===== src/rtl/regfile_wb_queue.sv =====
// Write-back queue feeding the register file's single write port, with forwarding.
// Optional in-place coalescing of duplicate addresses: REGFILE_WBQ_COALESCE_EN.
module regfile_wb_queue #(
  parameter int DEPTH = 4,
  parameter int DW    = 16,
  parameter int AW    = 5
) (
  input  logic                     clk,
  input  logic                     Reset,
  input  logic                     InValid,
  output logic                     InReady,
  input  logic [AW-1:0]            InAddr,
  input  logic [DW-1:0]            InData,
  input  logic                     Hold,
  output logic                     Write,
  output logic [AW-1:0]            Waddr,
  output logic [DW-1:0]            Wdata,
  input  logic [AW-1:0]            Faddr,
  output logic                     Fhit,
  output logic [DW-1:0]            Fdata,
  output logic [$clog2(DEPTH):0]   Count,
  output logic                     Empty
);

  localparam int PW = $clog2(DEPTH);
  localparam logic [PW:0] FULLC = (PW+1)'(DEPTH);

  logic [AW-1:0]    addr_q [DEPTH];
  logic [DW-1:0]    data_q [DEPTH];
  logic [DEPTH-1:0] vld_q;
  logic [PW-1:0]    head, tail;
  logic [PW:0]      cnt;

  logic acc, push, pop;
  logic fhit;
  logic [DW-1:0] fdata;
  logic [PW-1:0] fidx;

  assign Count   = cnt;
  assign Empty   = (cnt == '0);
  assign InReady = (cnt != FULLC);
  assign acc     = InValid && InReady;
  assign Write   = !Empty && !Hold;
  assign pop     = Write;
  assign Waddr   = Empty ? '0 : addr_q[head];
  assign Wdata   = Empty ? '0 : data_q[head];

  // Walk oldest to youngest so the last match wins.
  always_comb begin
    fhit  = 1'b0;
    fdata = '0;
    fidx  = '0;
    for (int k = 0; k < DEPTH; k++) begin
      fidx = head + PW'(k);
      if (vld_q[fidx] && addr_q[fidx] == Faddr) begin
        fhit  = 1'b1;
        fdata = data_q[fidx];
      end
    end
  end

  assign Fhit  = fhit && (Faddr != '0);
  assign Fdata = Fhit ? fdata : '0;

`ifdef REGFILE_WBQ_COALESCE_EN
  logic          chit, coal;
  logic [PW-1:0] cidx, sidx;

  always_comb begin
    chit = 1'b0;
    cidx = '0;
    sidx = '0;
    for (int k = 0; k < DEPTH; k++) begin
      sidx = head + PW'(k);
      if (vld_q[sidx] && addr_q[sidx] == InAddr) begin
        chit = 1'b1;
        cidx = sidx;
      end
    end
  end

  // A head entry leaving this cycle cannot absorb the new value.
  assign coal = acc && (InAddr != '0) && chit
             && !(cidx == head && Write);
  assign push = acc && (InAddr != '0) && !coal;
`else
  assign push = acc && (InAddr != '0);
`endif

  always_ff @(posedge clk or negedge Reset) begin
    if (!Reset) begin
      head  <= '0;
      tail  <= '0;
      cnt   <= '0;
      vld_q <= '0;
      for (int i = 0; i < DEPTH; i++) begin
        addr_q[i] <= '0;
        data_q[i] <= '0;
      end
    end else begin
      if (push) begin
        addr_q[tail] <= InAddr;
        data_q[tail] <= InData;
        vld_q[tail]  <= 1'b1;
        tail         <= tail + 1'b1;
      end
`ifdef REGFILE_WBQ_COALESCE_EN
      if (coal)
        data_q[cidx] <= InData;
`endif
      if (pop) begin
        vld_q[head] <= 1'b0;
        head        <= head + 1'b1;
      end
      cnt <= cnt + {{PW{1'b0}}, push} - {{PW{1'b0}}, pop};
    end
  end

endmodule


===== config.mk =====
export PLATFORM = sky130hd
export DESIGN_NAME = regfile_wb_queue
export DESIGN_NICKNAME = d
export VERILOG_FILES = /design/src/rtl/regfile_wb_queue.sv
export SDC_FILE = /design/constraint.sdc
export NUM_CORES = 1
export LEC_CHECK = 0
export CORE_MARGIN = 2
export CORE_UTILIZATION = 43
export DETAILED_ROUTE_END_ITERATION = 16
export SETUP_SLACK_MARGIN = 0.3
export SLEW_MARGIN = 20
export SYNTH_ARGS = -nofsm -noshare
export SYNTH_HDL_FRONTEND = slang
export SYNTH_SLANG_ARGS = --single-unit

===== constraint.sdc =====
create_clock -name clk -period 5.6 [get_ports clk]
set_input_delay 1.12 -clock clk [delete_from_list [all_inputs] [get_ports clk]]
set_output_delay 1.12 -clock clk [all_outputs]
set_load 0.05 [all_outputs]

# == After elaboration in Yosys (flattened, before gate mapping) ==
# Index checks and enable logic that the tools add are counted.
# totals
inputBits,30
regBits,95
# op_classes
bitwise,8
n_reduce_logical,16
n_addsub,6
muxes,55
order_cmp,13
n_eq_ne,5
# ops
op,n
16-bit two-way mux,15
16-bit binary-select mux with 2-bit select,4
64-bit bitwise mux,1
5-bit two-way mux,10
5-bit binary-select mux with 2-bit select,4
16-bit demux with 2-bit select,1
20-bit bitwise mux,1
5-bit == test,4
"3-bit greater-or-equal comparator, second input constant",5
"2-bit by 3-bit < comparator with 1-bit output, second input constant",5
2-bit inverter with 3-bit output,5
1-bit logical AND,11
5-bit demux with 2-bit select,1
1-bit two-way mux,10
5-bit nonzero test,2
1-bit binary-select mux with 2-bit select,4
4-bit two-way mux,2
"2-bit by 1-bit adder with 2-bit output, second input constant",2
"2-bit adder, second input constant",2
4-bit AND,1
1-bit demux with 2-bit select,2
"2-bit by 1-bit greater-or-equal comparator with 1-bit output, second input constant",2
4-bit inverter,1
4-bit bitwise OR,1
6 further kinds,7

# == Depth between registers and ports, before layout ==
# logic_depth
word_depth,12
ltp_mapped,15
depth_no_buf,11

# == Worst setup path after synthesis ==
# No wires, ideal clock.
# synth_path
kind,reg-to-output
startpoint,reg head[1]
endpoint,out Fdata[10]
path_stages_with_launch,15
slack_ps,-131
t_arrival_ps,4611
t_required_ps,4480
cell_sequence,dfrtp_1 > buf_2 > clkbuf_1 > clkbuf_1 > inv_1 > ha_1 > buf_2 > buf_4 > mux2i_1 > mux2i_1 > o2111ai_1 > nor4_4 > buf_2 > a31oi_1 > a311oi_1
# synth_via
elab_chain_len,12
elab_cells_between_ends,57
# synth_lines
element,line,text
from (decl),31,"logic [PW-1:0] head, tail;"
from (signal assigned),113,head <= head + 1'b1;
2-bit by 1-bit adder with 2-bit output or 2-bit inverter with 3-bit output (tied branches),"54, 55, 57",
2-bit inverter with 3-bit output (not written as such) or 5-bit binary-select mux with 2-bit select (tied branches),"55, 57",
5-bit binary-select mux with 2-bit select or 5-bit two-way mux (tied branches),55,if (vld_q[fidx] && addr_q[fidx] == Faddr) begin
5-bit two-way mux (not written as such),55,
5-bit two-way mux (not written as such) or 5-bit == test (tied branches),55,
5-bit == test or 1-bit logical AND (tied branches),55,
1-bit logical AND or 1-bit two-way mux (tied branches),55,
1-bit two-way mux (3 in a row),55,
1-bit logical AND,62,assign Fhit = fhit && (Faddr != '0);
16-bit two-way mux *,63,assign Fdata = Fhit ? fdata : '0;
to (decl),20,"output logic [DW-1:0] Fdata,"
# Every way passes the cells marked *; elsewhere a longest branch is shown, timed or not. The select of a mux whose other input is x is not followed.

# == Final worst setup path ==
# layout_path
startpoint,in Faddr[2]
endpoint,out Fdata[7]
# layout_via
elab_chain_len,8
elab_cells_between_ends,19
# layout_lines
element,line,text
from (decl),18,"input logic [AW-1:0] Faddr,"
5-bit == test,55,
1-bit logical AND,55,
1-bit two-way mux (4 in a row),55,
1-bit logical AND,62,
16-bit two-way mux *,63,
# Every way passes the cells marked *; elsewhere a longest branch is shown, timed or not.

==> results.sh <==
export IMPL_status="complete, no violations"
export IMPL_synth_edff_count=0
export IMPL_cts_repair_resized=0
export IMPL_drtAntennaViolNets=0
export IMPL_grt_start_max_net_pins=53
export IMPL_grt_overflow_total=0
export IMPL_cts_buffers=9
export IMPL_drive_gt1_share_pct=39.2
export IMPL_setup_worst_path_start_class="primary input"
export IMPL_hold_class="reg -> reg"
export IMPL_slowest_stage="clkdlybuf4s50_1"
export IMPL_synth_most_common_cell="dfrtp_1"
export IMPL_slew_violations=0
export IMPL_first_iter_violations=498
export IMPL_cp_max_fo=17
export IMPL_io_buffer_count=73
export IMPL_drt_wl_total_um=18400
export IMPL_cts_tree="yes"
export IMPL_cp_common_cell="buf_4"
export IMPL_cts_buffer_depth=2
export IMPL_htreeDepth=3
export IMPL_cp_data_required_time_ns=4.48
export IMPL_std_cell_rows=46
export IMPL_rsz0062_at_grt="false"
export IMPL_hp_start="Count[2]"
export IMPL_synth_top_area_cell="dfrtp_1"
export IMPL_wl_per_cell_um=22.3
export IMPL_max_cap_violations=0
export IMPL_whs_path_depth=1
export IMPL_skew_ns=0.00733
export IMPL_io_pins=74
export IMPL_worst_pin_slew_ns=0.804
export IMPL_grt_first_pass_wirelength_um=30200
export IMPL_synthTopCellsByArea="dfrtp_1 34%, mux4_2 25%, mux2_2 14%"
export IMPL_synth_top_area_share_pct=33.8
export IMPL_worstPathCellList="clkdlybuf4s50_1 -> nor2b_1 -> mux2i_1 -> o2111ai_1 -> nor4_4 -> buf_4 -> o41ai_4 -> buf_4 -> a311oi_1 -> buf_12"
export IMPL_area_growth_pct=21.0
export IMPL_synth_area_per_cell_um2=12.8
export IMPL_synth_distinct_cells=43
export IMPL_min_to="Count[2]"
export IMPL_hold_ws_ns=0.553
export IMPL_insertion_delay_ns=0.35
export IMPL_slew_headroom_pct=46.4
export IMPL_crit_type="in -> out"
export IMPL_worstReg2RegEnd="Count[2]"
export IMPL_yosysSeqAreaShare_pct=33.8
export IMPL_ys_top_cells_by_count="95 x dfrtp_1, 85 x mux2_2, 79 x mux4_2"
export IMPL_postCtsHoldBufs=0
export IMPL_antenna_found_initial=0
export IMPL_slowest_delay_ns=0.59
export IMPL_die_h_um=132
export IMPL_synth_cell_area_um2=7020
export IMPL_clk_pin_slew_ns=0.07
export IMPL_viasPerCell=6.25
export IMPL_fmax_mhz=197
export IMPL_r2r_start="Count[1]"
export IMPL_period_share_pct=90.8
export IMPL_postCtsSetupBuffers=0
export IMPL_multi_input_area_um2=4390
export IMPL_start_util_pct=44.1
export IMPL_clkSinkCount=95
export IMPL_regArea_um2=2380
export IMPL_synth_nets=591
export IMPL_drc=0
export IMPL_grt_pass1_vias=5461
export IMPL_gp_congestion=0.832
export IMPL_hpwl_um=12200
export IMPL_finalHoldViolCount=0
export IMPL_diodes=0
export IMPL_grtUsageTotal_pct=22.1
export IMPL_syn_instance_count=550
export IMPL_nets=645
export IMPL_via_count=5157
export IMPL_die_area_um2=17400
export IMPL_setup_viol=0
export IMPL_firstDrtPassIters=5
export IMPL_clock_root_buffer="clkbuf_16"
export IMPL_synthFlopType="dfrtp_1"
export IMPL_fin_area_um2=8500
export IMPL_core_area_um2=15900
export IMPL_yosysWarningCount=0
export IMPL_place_area_um2=8160
export IMPL_ys_seq_elements=95
export IMPL_fin_crit_ns=5.08
export IMPL_endpoint_kind="output port"
export IMPL_synthArstFlopShare_pct=100
export IMPL_cp_arrival_ns=3.96
export IMPL_nFillCells=1355
export IMPL_rrSetupSlack_ns=3.07
export IMPL_die_w_um=132
export IMPL_worstRegToRegCells=9
-- worst max-delay path by stage --
| stage | startpoint | to | slack [ns] | cells past startpoint |
|---|---|---|---|---|
| CTS | head[0] | Fdata[7] | 0.43 | 9 |
| finish | Faddr[2] | Fdata[7] | 0.52 | 10 |
| global placement | Faddr[2] | Fdata[0] | 0.65 | 8 |
| global route | Faddr[2] | Fdata[7] | 0.40 | 10 |
| detailed placement | Faddr[4] | Fdata[7] | 0.52 | 7 |
| floorplan | head[1] | Fdata[5] | -0.13 | 14 |
-- routing by layer --
layer	vias to the layer above	wire [um]	track usage, %
met1	2683	8150	30.6
met2	185	8950	35.3
met3	29	962	4.08
li1	2260	-	-
met4	0	312	7.73
met5	-	0	0
-- registers in the layout (all words and copies together), names as in the netlist --
signal	flops
vld_q	4
addr_q	20
Count	3
head	2
data_q	64
tail	2
-- logic make-up after synthesis --
| kind of cell | count (synthesis) | synth area share [%] |
|---|---|---|
| muxes | 179 | 41.1 |
| and+or+nand+nor | 123 | 9.39 |
| DFF | 95 | 33.8 |
| buffers and inverters | 66 | 4.52 |
| AOI/OAI and AO/OA | 51 | 5.74 |
| xor gates and xnor gates | 25 | 3.33 |
| adders and majority gates | 11 | 2.07 |
-- final cells by class --
class	instances	area share [%]
Clock buffer	11	2.97
Clock inverter	5	0.928
Inverter	13	0.574
Multi-Input combinational cell	389	51.7
Sequential cell	95	28.0
Tap cell	216	3.18
Timing Repair Buffer	96	12.6
-- critical path, delay by kind of cell --
| family | cells | cell delay, ns |
|---|---|---|
| AOI/OAI and AO/OA | 3 | 0.86 |
| buffers and inverters | 4 | 1.31 |
| muxes | 1 | 0.17 |
| and+or+nand+nor | 2 | 0.50 |
-- through the flow --
step | setup WS (ns) | util (%) | TNS (ns) | cells
final | 0.517 | 53.3 | 0 | 825
after global routing | 0.396 | 53.3 | 0 | 825
after CTS | 0.433 | 53.3 | 0 | 825
after detailed placement | 0.523 | 51.2 | 0 | 809
after global placement | 0.646 | 51.2 | 0 | 809
after floorplan | -0.131 | - | -0.854 | 550
-- layout by cell type (no fill, tap or decap), types with 12 or more instances in the layout --
cell type,count
nand3_1,14
buf_12,17
mux2_2,85
nor3_1,14
nor2_1,26
inv_1,12
nor2b_1,22
dfrtp_1,93
mux2i_1,15
buf_4,24
nand2_1,18
xnor2_1,12
clkdlybuf4s50_1,55
nand4_1,16
mux4_2,79
Power is left out: the tool's default activity adds up to more than one toggle a clock period on the data nets, which glitch-free logic cannot reach.
